## config.mk

```make
export PLATFORM = sky130hd
export DESIGN_NAME = reg_file_wr_arbiter_flat
export DESIGN_NICKNAME = d
export VERILOG_FILES = /design/src/rtl/reg_file_wr_arbiter_if.sv /design/src/rtl/reg_file_wr_arbiter.sv /design/src/flat_wrapper.sv
export SDC_FILE = /design/constraint.sdc
export NUM_CORES = 1
export LEC_CHECK = 0
export BUFFER_PORTS_ARGS = -buffer_cell sky130_fd_sc_hd__buf_2
export CORE_ASPECT_RATIO = 0.6
export CORE_MARGIN = 2
export CORE_UTILIZATION = 45
export CTS_BUF_LIST = sky130_fd_sc_hd__clkbuf_8
export DETAILED_ROUTE_END_ITERATION = 16
export PLACE_DENSITY = 0.84
export REMOVE_ABC_BUFFERS = 1
export SLEW_MARGIN = 15
export SYNTH_ARGS = -nofsm -noshare
export SYNTH_HDL_FRONTEND = slang
export SYNTH_SLANG_ARGS = --single-unit
```

## constraint.sdc

```tcl
create_clock -name clk -period 1.6 [get_ports clk]
set_input_delay 0.24 -clock clk [delete_from_list [all_inputs] [get_ports clk]]
set_output_delay 0.24 -clock clk [all_outputs]
set_load 0.005 [all_outputs]
```

## src/rtl/reg_file_wr_arbiter_if.sv

```systemverilog
// ---------------------------------------------------------------------------
// reg_file_wr_arbiter_if
// Bundles the two requester handshakes and the register-file write bus of
// reg_file_wr_arbiter.
//
// Signals:
//   req_a / addr_a / data_a  requester A write request, target and data
//   req_b / addr_b / data_b  requester B write request, target and data
//   ack_a / ack_b            one-cycle grant pulses back to the requesters
//   ce                       one-hot clock enables, one per register slice
//   wdata                    shared write data fed to every slice
//   init_done                high once the power-on clear has finished
//   busy                     high while clearing or issuing a write
//
// Modports:
//   master  requester / register-file side (drives requests)
//   slave   arbiter side (drives acks and the write bus)
// ---------------------------------------------------------------------------
interface reg_file_wr_arbiter_if #(
  parameter int WIDTH = 16,
  parameter int NREG  = 8,
  parameter int AW    = 3
);

  logic             req_a;
  logic [AW-1:0]    addr_a;
  logic [WIDTH-1:0] data_a;
  logic             req_b;
  logic [AW-1:0]    addr_b;
  logic [WIDTH-1:0] data_b;
  logic             ack_a;
  logic             ack_b;
  logic [NREG-1:0]  ce;
  logic [WIDTH-1:0] wdata;
  logic             init_done;
  logic             busy;

  modport master (
    output req_a, addr_a, data_a, req_b, addr_b, data_b,
    input  ack_a, ack_b, ce, wdata, init_done, busy
  );

  modport slave (
    input  req_a, addr_a, data_a, req_b, addr_b, data_b,
    output ack_a, ack_b, ce, wdata, init_done, busy
  );

endinterface

```

## src/rtl/reg_file_wr_arbiter.sv

```systemverilog
// ---------------------------------------------------------------------------
// reg_file_wr_arbiter
// Write-port controller for a bank of NREG clock-enabled WIDTH-bit register
// slices. After reset it zeroes every register one per cycle, then grants
// writes from two requesters (A, B) with round-robin priority on ties.
// A granted write holds ce/wdata/ack for exactly one cycle, followed by one
// WRITE cycle during which requests are ignored.
//
// Ports:
//   clk   in   system clock, rising edge
//   rst   in   asynchronous active-high reset
//   bus   slave modport of reg_file_wr_arbiter_if (requests in; ack_a,
//         ack_b, ce, wdata, init_done, busy out -- all registered)
//
// Optional feature:
//   REG0_ZERO_EN  when defined, register 0 is read-only zero: a granted
//                 write to address 0 is still acknowledged but its ce stays
//                 0. The clear sequence still writes register 0.
// ---------------------------------------------------------------------------
module reg_file_wr_arbiter #(
  parameter int WIDTH = 16,
  parameter int NREG  = 8,
  parameter int AW    = $clog2(NREG)
) (
  input logic                    clk,
  input logic                    rst,
  reg_file_wr_arbiter_if.slave   bus
);

  typedef enum logic [1:0] {
    ST_CLR,
    ST_IDLE,
    ST_WRITE
  } state_t;

  // Last-granted marker: 0 = A, 1 = B.
  localparam logic GNT_A = 1'b0;
  localparam logic GNT_B = 1'b1;

  state_t           r_state;
  logic [AW-1:0]    r_clrPtr;
  logic             r_lastGnt;
  logic [NREG-1:0]  r_ce;
  logic [WIDTH-1:0] r_wdata;
  logic             r_ackA;
  logic             r_ackB;
  logic             r_initDone;
  logic             r_busy;

  logic             w_grantA;
  logic             w_grantB;
  logic [AW-1:0]    w_gntAddr;
  logic [WIDTH-1:0] w_gntData;
  logic [NREG-1:0]  w_gntCe;
  logic [NREG-1:0]  w_clrCe;

  // A lone requester always wins; on a tie the one that did not win last
  // time gets the grant, so neither side can be starved.
  assign w_grantA  = bus.req_a && (!bus.req_b || (r_lastGnt == GNT_B));
  assign w_grantB  = bus.req_b && (!bus.req_a || (r_lastGnt == GNT_A));
  assign w_gntAddr = w_grantA ? bus.addr_a : bus.addr_b;
  assign w_gntData = w_grantA ? bus.data_a : bus.data_b;

  assign w_clrCe   = {{(NREG-1){1'b0}}, 1'b1} << r_clrPtr;

`ifdef REG0_ZERO_EN
  // Register 0 is hard zero: suppress its enable but keep the handshake.
  assign w_gntCe   = (w_gntAddr == '0) ? '0
                                       : ({{(NREG-1){1'b0}}, 1'b1} << w_gntAddr);
`else
  assign w_gntCe   = {{(NREG-1){1'b0}}, 1'b1} << w_gntAddr;
`endif

  // Main FSM. Every output is a register updated here so the slices and the
  // requesters see glitch-free signals for a full cycle after each edge.
  always_ff @(posedge clk or posedge rst) begin
    if (rst) begin
      r_state    <= ST_CLR;
      r_clrPtr   <= '0;
      r_lastGnt  <= GNT_B;
      r_ce       <= '0;
      r_wdata    <= '0;
      r_ackA     <= 1'b0;
      r_ackB     <= 1'b0;
      r_initDone <= 1'b0;
      r_busy     <= 1'b1;
    end else begin
      unique case (r_state)
        ST_CLR: begin
          // One register per cycle; requests are deliberately ignored.
          r_ce     <= w_clrCe;
          r_wdata  <= '0;
          r_ackA   <= 1'b0;
          r_ackB   <= 1'b0;
          r_busy   <= 1'b1;
          r_clrPtr <= r_clrPtr + AW'(1);
          if (r_clrPtr == AW'(NREG - 1)) begin
            r_state <= ST_IDLE;
          end
        end

        ST_IDLE: begin
          // init_done rises on the first edge taken in IDLE, which is also
          // the first edge at which a pending request can be granted.
          r_initDone <= 1'b1;
          if (w_grantA || w_grantB) begin
            r_ce      <= w_gntCe;
            r_wdata   <= w_gntData;
            r_ackA    <= w_grantA;
            r_ackB    <= w_grantB;
            r_busy    <= 1'b1;
            r_lastGnt <= w_grantA ? GNT_A : GNT_B;
            r_state   <= ST_WRITE;
          end else begin
            r_ce    <= '0;
            r_wdata <= '0;
            r_ackA  <= 1'b0;
            r_ackB  <= 1'b0;
            r_busy  <= 1'b0;
          end
        end

        ST_WRITE: begin
          // The slice captured the write at this edge; withdraw everything so
          // a requester dropping req on ack is never granted twice.
          r_ce    <= '0;
          r_wdata <= '0;
          r_ackA  <= 1'b0;
          r_ackB  <= 1'b0;
          r_busy  <= 1'b0;
          r_state <= ST_IDLE;
        end

        default: begin
          r_state <= ST_CLR;
        end
      endcase
    end
  end

  assign bus.ce        = r_ce;
  assign bus.wdata     = r_wdata;
  assign bus.ack_a     = r_ackA;
  assign bus.ack_b     = r_ackB;
  assign bus.init_done = r_initDone;
  assign bus.busy      = r_busy;

endmodule

```

## src/flat_wrapper.sv

```systemverilog
// flat-port wrapper written by rule: the top's interface ports become plain ports
module reg_file_wr_arbiter_flat 
#(
  parameter int WIDTH = 16,
  parameter int NREG  = 8,
  parameter int AW    = $clog2(NREG)
)
  (clk, rst, bus_req_a, bus_addr_a, bus_data_a, bus_req_b, bus_addr_b, bus_data_b, bus_ack_a, bus_ack_b, bus_ce, bus_wdata, bus_init_done, bus_busy);
  reg_file_wr_arbiter_if #(.WIDTH(WIDTH), .NREG(NREG), .AW(AW)) bus_i ();
  input logic clk;
  input logic rst;
  input wire logic [$bits(bus_i.req_a)-1:0] bus_req_a;
  input wire logic [$bits(bus_i.addr_a)-1:0] bus_addr_a;
  input wire logic [$bits(bus_i.data_a)-1:0] bus_data_a;
  input wire logic [$bits(bus_i.req_b)-1:0] bus_req_b;
  input wire logic [$bits(bus_i.addr_b)-1:0] bus_addr_b;
  input wire logic [$bits(bus_i.data_b)-1:0] bus_data_b;
  output wire logic [$bits(bus_i.ack_a)-1:0] bus_ack_a;
  output wire logic [$bits(bus_i.ack_b)-1:0] bus_ack_b;
  output wire logic [$bits(bus_i.ce)-1:0] bus_ce;
  output wire logic [$bits(bus_i.wdata)-1:0] bus_wdata;
  output wire logic [$bits(bus_i.init_done)-1:0] bus_init_done;
  output wire logic [$bits(bus_i.busy)-1:0] bus_busy;
  assign bus_i.req_a = bus_req_a;
  assign bus_i.addr_a = bus_addr_a;
  assign bus_i.data_a = bus_data_a;
  assign bus_i.req_b = bus_req_b;
  assign bus_i.addr_b = bus_addr_b;
  assign bus_i.data_b = bus_data_b;
  assign bus_ack_a = bus_i.ack_a;
  assign bus_ack_b = bus_i.ack_b;
  assign bus_ce = bus_i.ce;
  assign bus_wdata = bus_i.wdata;
  assign bus_init_done = bus_i.init_done;
  assign bus_busy = bus_i.busy;
  reg_file_wr_arbiter #(.WIDTH(WIDTH), .NREG(NREG), .AW(AW)) u_core (.clk(clk), .rst(rst), .bus(bus_i));
endmodule
```

==> reports/results.txt, run 1 <==
Hold_buf cts - 0
Clk Latency, worst-skew pair - 0.29 ns
Final Worst Setup Slack - -0.00558 ns
Fin area - 2410 um^2
Post-Route WL - 5010 um
Most common cell after layout, fill and taps aside - buf_2
Pwr/cell area - 1660 nW/um^2
CTS tree - built
Cells after synthesis - 176
Slew headroom - 71.1%
Post-DR vias/cell - 5.44
Final core utilization - 64.1%
Post-DP Area - 2220 um^2
Routability congestion estimate - 0.796
TNS Setup - -0.00558 ns
Most used DFF post-synth - dfrtp_1
Layout fillers - 283
Required @ worst endpoint - 1.81 ns
Antenna Nets Post-Route - 0
LEAKAGE - 1.25 nW
Area Growth Syn to Fin - 33.2%
Gr ovfl total - 0
Min Tclk post-route - 1.61 ns
Root buf cell - clkbuf_8
Tot GR Track Use - 21.5%
CTS Buf Count - 5
Share of cells above drive strength 1 - 42.5%
CP Launch Type - flip-flop
Slew Limit Fails - 0
Post-synth EDFFs - 0
VDD IR-drop max - 0.837 mV
Most frequent cells in the layout - buf_2 (69), dfrtp_1 (32), o21ai_1 (24), mux2i_1 (17), nand2_1 (17)
R2r startpoint - u_core.r_state[1]
Slew at the pin closest to its max-slew limit - 0.433 ns
PortBufs - 69
Antenna diode count - 0
Clock-pin transition on the worst setup and hold timing paths - 0.08 ns
Vias in the first global route - 1465
Clock sink total - 34
Core Footprint - 3760 um^2
Arrival time at the worst endpoint - 1.82 ns
Worst hold path class - in2async
Antenna violations before repair - 0
Status - finished, violations left
Synthesized area per cell - 10.3 um^2
Final hold viol count - 0
Crit path max fanout - 4
Pin count of the biggest net entering global routing - 35
Die H - 53.2 um
Clock Skews - 0.00981 ns
CP most frequent cell - o21ai_1
Worst r2r dst - u_core.bus.ce[7]
CP Capture Type - flip-flop
Slowest Stage Delay on Critical Path - 0.43 ns
Vias post-DR - 1638
Clk buf depth - 2
Crit path cell chain - inv_2, ha_4, nand2_4, nor4b_4, o21ai_1, o21ai_1
Reg-to-reg setup timing slack - -0.006 ns
Seq/Total Area, Yosys - 47.1%
Final Cycle Share - 100%
Syn. warnings - 0
Max_cap viols - 0
Unrepaired setup endpoints after global routing - true
Setup violators final - 1
Post-synth ARST share - 100%
FF-to-FF path depth - 6
Drt wl/cell - 16.7 um
Chip Width - 85.9 um
Starting Density - 48.2%
Failing checks - negative setup slack
Post-Syn Area - 1810 um^2
DRC - 0
Std-Cell Rows - 17
Final nets - 306
First-pass GRT wire length - 7340 um
Full die area - 4570 um^2
Drt pass-1 iters - 4
Critical setup path kind - reg2reg
Crit-path slowest cell - dfrtp_1
Distinct cells, synth - 35
FF+latch count, synth - 34
Num ports - 70
H-tree levels - 2
1st-iter DRT viols - 99
Maximum operating frequency - 623 MHz
DP HPWL - 3360 um
-- report_power, final --
part | switching [mW] | total, mW | internal, mW
registers | 0.233 | 1.44 | 1.21
clock network | 0.317 | 0.663 | 0.346
logic | 1.03 | 1.92 | 0.888
total | 1.58 | 4.02 | 2.44
-- through the flow --
stage	hold WS, ns	setup WS (ns)	std cells	total power [mW]
floorplan	0.310	-0.0700	166	2.36
global placement	0.352	0.0171	290	3.05
detailed placement	0.364	-0.0336	290	3.11
CTS	0.0531	0.00243	300	3.83
global route	0.0919	-0.0761	301	4.30
finish	0.0404	-0.00558	301	4.02
-- worst max-delay path: cells and delay by family (launching register included) --
family | cells | cell delay, ns
flip-flops | 1 | 0.43
adder cells (fa/ha/maj) | 1 | 0.30
AO/OA/AOI/OAI | 2 | 0.29
AND/OR/NAND/NOR | 2 | 0.42
buffers and inverters | 1 | 0.10
-- cell usage after synthesis, drive strengths merged (2+ instances only) --
master	count	area, um^2
clkbuf	4	15.0
a22oi	2	15.0
mux2i	17	170
nor2b	2	12.5
dfstp	2	52.6
a22o	2	17.5
nand3	2	10.0
dfrtp	32	801
inv	9	33.8
a32o	4	40.0
nor2	2	7.51
ha	11	138
buf	6	42.5
o21ai	33	165
nor4b	7	67.6
a21oi	8	40.0
nand2	19	78.8
-- area by class of cell --
| class | instances | area [um^2] | share of cell area, % |
|---|---|---|---|
| clock inverters | 2 | 12.5 | 0.518 |
| flip-flops and latches | 34 | 853 | 35.3 |
| well taps | 47 | 58.8 | 2.44 |
| multi-input cells | 123 | 946 | 39.2 |
| inverters | 9 | 33.8 | 1.40 |
| repair buffers | 80 | 428 | 17.7 |
| clock buffers | 6 | 82.6 | 3.42 |
-- registers in the layout, summed over array words and instances, names as in the netlist --
name and cells:
u_core.r_clrPtr 3, u_core.bus.ack_b 1, u_core.r_lastGnt 1, u_core.bus.init_done 1
u_core.r_state 2, u_core.bus.wdata 16, u_core.bus.busy 1, u_core.bus.ack_a 1
u_core.bus.ce 8
-- worst max path at each step --
stage               depth (start not counted)  slack, ns         startpoint              endpoint
global placement                            6       0.02  u_core.r_state[0]      u_core.bus.ce[6]
floorplan                                   4      -0.07  u_core.r_state[0]  u_core.bus.wdata[15]
detailed placement                          6      -0.03  u_core.r_state[0]      u_core.bus.ce[6]
global route                                6      -0.08  u_core.r_state[1]      u_core.bus.ce[3]
finish                                      6     -0.006  u_core.r_state[1]      u_core.bus.ce[7]
CTS                                         6      0.002  u_core.r_state[1]      u_core.bus.ce[3]
-- timing repair --
| item | in CTS | in global routing |
|---|---|---|
| endpoints found under the setup margin | 5 | 10 |
| gates resized for setup | 3 | 13 |
| pin swaps | 0 | 5 |
| buffers inserted | 2 | 1 |
-- cell families (layout without fill, tap and decap cells) --
family                   count (synthesis)  count (layout)  share of synthesized area (%)
adder cells (fa/ha/maj)                 11              11                           7.59
flip-flops                              34              34                           47.1
XOR/XNOR                                 1               1                          0.483
AO/OA/AOI/OAI                           55              55                           17.7
AND/OR/NAND/NOR                         38              38                           12.1
multiplexers                            18              18                           10.0
buffers and inverters                   19              97                           5.04
-- per-layer routing --
metal,GRT usage (%),share of wire [%]
met1,30.2,46
met2,33.5,49
met3,4.99,5.4
met4,5.56,0.38
met5,0,0
No activity file was read; power rests on OpenSTA's default activity.
==> run 2, diff against run 1 <==
--- a/config.mk
+++ b/config.mk
@@ -5,12 +5,13 @@
 export SDC_FILE = /design/constraint.sdc
 export NUM_CORES = 1
 export LEC_CHECK = 0
-export BUFFER_PORTS_ARGS = -buffer_cell sky130_fd_sc_hd__buf_2
+export BUFFER_PORTS_ARGS = -buffer_cell sky130_fd_sc_hd__buf_4
 export CORE_ASPECT_RATIO = 0.6
 export CORE_MARGIN = 2
 export CORE_UTILIZATION = 45
 export CTS_BUF_LIST = sky130_fd_sc_hd__clkbuf_8
 export DETAILED_ROUTE_END_ITERATION = 16
+export GPL_ROUTABILITY_DRIVEN = 0
 export PLACE_DENSITY = 0.84
 export REMOVE_ABC_BUFFERS = 1
 export SLEW_MARGIN = 15
==> run 2 against run 1 <==
  * The flow now finishes without violations
  * Non-clock buffer count unchanged
  * Cell area up 8.1%
  * Clock power up 2%
  * Largest power group unchanged
  * Count of clock-buffer cells in the layout stayed put
  * Critical path depth unchanged
  * Total power up 4.8%
  * Sequential power is essentially flat
==> reports/results.txt, run 2 (synthesized netlist as in run 1, its figures left out) <==
Antenna Nets Post-Route - 0 (unchanged)
1st-iter DRT viols - 47 (was 99)
Pwr/cell area - 1610 nW/um^2 (was 1660 nW/um^2)
Crit path max fanout - 15 (was 4)
Final Cycle Share - 98.0% (was 100%)
CP top delay family - flip-flops (unchanged)
Chip Width - 85.9 um (unchanged)
CTS tree - built (unchanged)
Vias in the first global route - 1533 (was 1465)
Slowest Stage Delay on Critical Path - 0.45 ns (was 0.43 ns)
Gr ovfl total - 0 (unchanged)
Clock-pin transition on the worst setup and hold timing paths - 0.08 ns (about the same)
Vias post-DR - 1583 (was 1638)
Arrival time at the worst endpoint - 1.78 ns (was 1.82 ns)
Drt pass-1 iters - 4 (unchanged)
CTS Buf Count - 5 (unchanged)
Die H - 53.2 um (unchanged)
LEAKAGE - 1.29 nW (was 1.25 nW)
VDD IR-drop max - 0.803 mV (was 0.837 mV)
Required @ worst endpoint - 1.81 ns (about the same)
Final hold viol count - 0 (unchanged)
Setup violators final - 0 (was 1)
Slew Limit Fails - 0 (unchanged)
CP Capture Type - flip-flop (unchanged)
DRC - 0 (unchanged)
Largest register FFs - 16 (unchanged)
Slew headroom - 71.9% (was 71.1%)
Min Tclk post-route - 1.57 ns (was 1.61 ns)
Crit path cell chain - buf_4, ha_1, nor3_2, o21ai_1, buf_6, o21ai_1 (was inv_2, ha_4, nand2_4, nor4b_4, o21ai_1, o21ai_1)
Final nets - 306 (unchanged)
Tot GR Track Use - 21.2% (was 21.5%)
Maximum operating frequency - 637 MHz (was 623 MHz)
Crit-path slowest cell - dfrtp_2 (was dfrtp_1)
Critical setup path kind - reg2reg (unchanged)
Pre-CTS setup slack - -0.0629 ns (was -0.0336 ns)
Num ports - 70 (unchanged)
Antenna violations before repair - 0 (unchanged)
FF-to-FF path depth - 6 (unchanged)
Share of cells above drive strength 1 - 42.9% (was 42.5%)
Root buf cell - clkbuf_8 (unchanged)
Area Growth Syn to Fin - 44.0% (was 33.2%)
Clk Latency, worst-skew pair - 0.29 ns (about the same)
Hold_buf cts - 0 (unchanged)
Final Worst Setup Slack - 0.0312 ns (was -0.00558 ns)
Worst hold path class - in2async (unchanged)
Post-DP Area - 2390 um^2 (was 2220 um^2)
Clock sink total - 34 (unchanged)
Fin area - 2610 um^2 (was 2410 um^2)
H-tree levels - 2 (unchanged)
Most common cell after layout, fill and taps aside - buf_4 (was buf_2)
First-pass GRT wire length - 7350 um (was 7340 um)
Clk buf depth - 2 (unchanged)
DP HPWL - 3380 um (was 3360 um)
Power Total - 4.21 mW (was 4.02 mW)
Post-Route WL - 4640 um (was 5010 um)
CP Launch Type - flip-flop (unchanged)
Clock Skews - 0.0134 ns (was 0.00981 ns)
PortBufs - 69 (unchanged)
WP depth - 6 (unchanged)
Antenna diode count - 0 (unchanged)
Drt wl/cell - 15.4 um (was 16.7 um)
Starting Density - 48.2% (unchanged)
Std-Cell Rows - 17 (unchanged)
Max_cap viols - 0 (unchanged)
Pin count of the biggest net entering global routing - 35 (unchanged)
Core Footprint - 3760 um^2 (unchanged)
CP most frequent cell - o21ai_1 (unchanged)
Post-DR vias/cell - 5.26 (was 5.44)
WP buf/inv - 2 (was 1)
Status - complete, no violations (was finished, violations left)
Most frequent cells in the layout - buf_4 (79), dfrtp_1 (31), o21ai_1 (29), mux2i_1 (17), nand2_1 (17) (was buf_2 (69), dfrtp_1 (32), o21ai_1 (24), mux2i_1 (17), nand2_1 (17))
Full die area - 4570 um^2 (unchanged)
Layout fillers - 275 (was 283)
Slew at the pin closest to its max-slew limit - 0.422 ns (was 0.433 ns)
run 2: cell counts in the layout (fill, tap and decap cells not counted):
No cell type changed its count.
run 2: what timing repair did:
| action | 4_1_cts | 5_1_grt |
|---|---|---|
| setup endpoints to repair | 8 | 16 |
| buffers inserted | 0 | 3 |
| gates resized for setup | 9 | 14 |
| pin swaps | 0 | 2 |
run 2: worst reg2reg max path: stages (launching register included):
cell	delay, ns
dfrtp_2	0.45
buf_4	0.15
ha_1	0.23
nor3_2	0.20
o21ai_1	0.12
buf_6	0.17
o21ai_1	0.18
run 2: path summary, 6_finish.rpt:
kind | start | endpoint | slack (ns)
setup / recovery | u_core.r_state[0] | u_core.bus.wdata[6] | 0.03
hold / removal | rst | u_core.bus.wdata[10] | 0.04
setup reg to reg | u_core.r_state[0] | u_core.bus.wdata[6] | 0.03
hold reg to reg | u_core.bus.init_done | u_core.bus.init_done | 0.48
max in group asynchronous | rst | u_core.bus.busy | 1.23
min in group clk | bus_data_a[13] | u_core.bus.wdata[13] | 0.21
run 2: final cells by class:
class	instances	area [um^2]	area share, %
clock inverter	2	12.5	0.479
timing repair buffer	80	604	23.1
tap	47	58.8	2.25
sequential	34	855	32.7
clock buffer	6	82.6	3.16
inverter	9	33.8	1.29
multi-input combinational	123	965	36.9
run 2: metrics by stage:
step / setup TNS, ns / std cells / hold WS, ns / util [%]
floorplan: -0.631 / 166 / 0.310 / -
global placement: -0.00835 / 290 / 0.360 / 63.5
detailed placement: -0.0931 / 290 / 0.360 / 63.5
CTS: 0 / 298 / 0.0526 / 67.2
global route: -0.0986 / 301 / 0.0671 / 69.4
finish: 0 / 301 / 0.0366 / 69.4
run 2: power breakdown:
part	total [mW]	switching [mW]	internal, mW
Sequential	1.46	0.252	1.21
Clock	0.674	0.328	0.346
Combinational	2.07	0.995	1.08
run 2: metal layers:
| layer | wire (um) | GRT usage (%) |
|---|---|---|
| met5 | 0 | 0 |
| met3 | 226 | 5.62 |
| met1 | 2250 | 30.6 |
| met4 | 47 | 5.56 |
| met2 | 2120 | 31.4 |
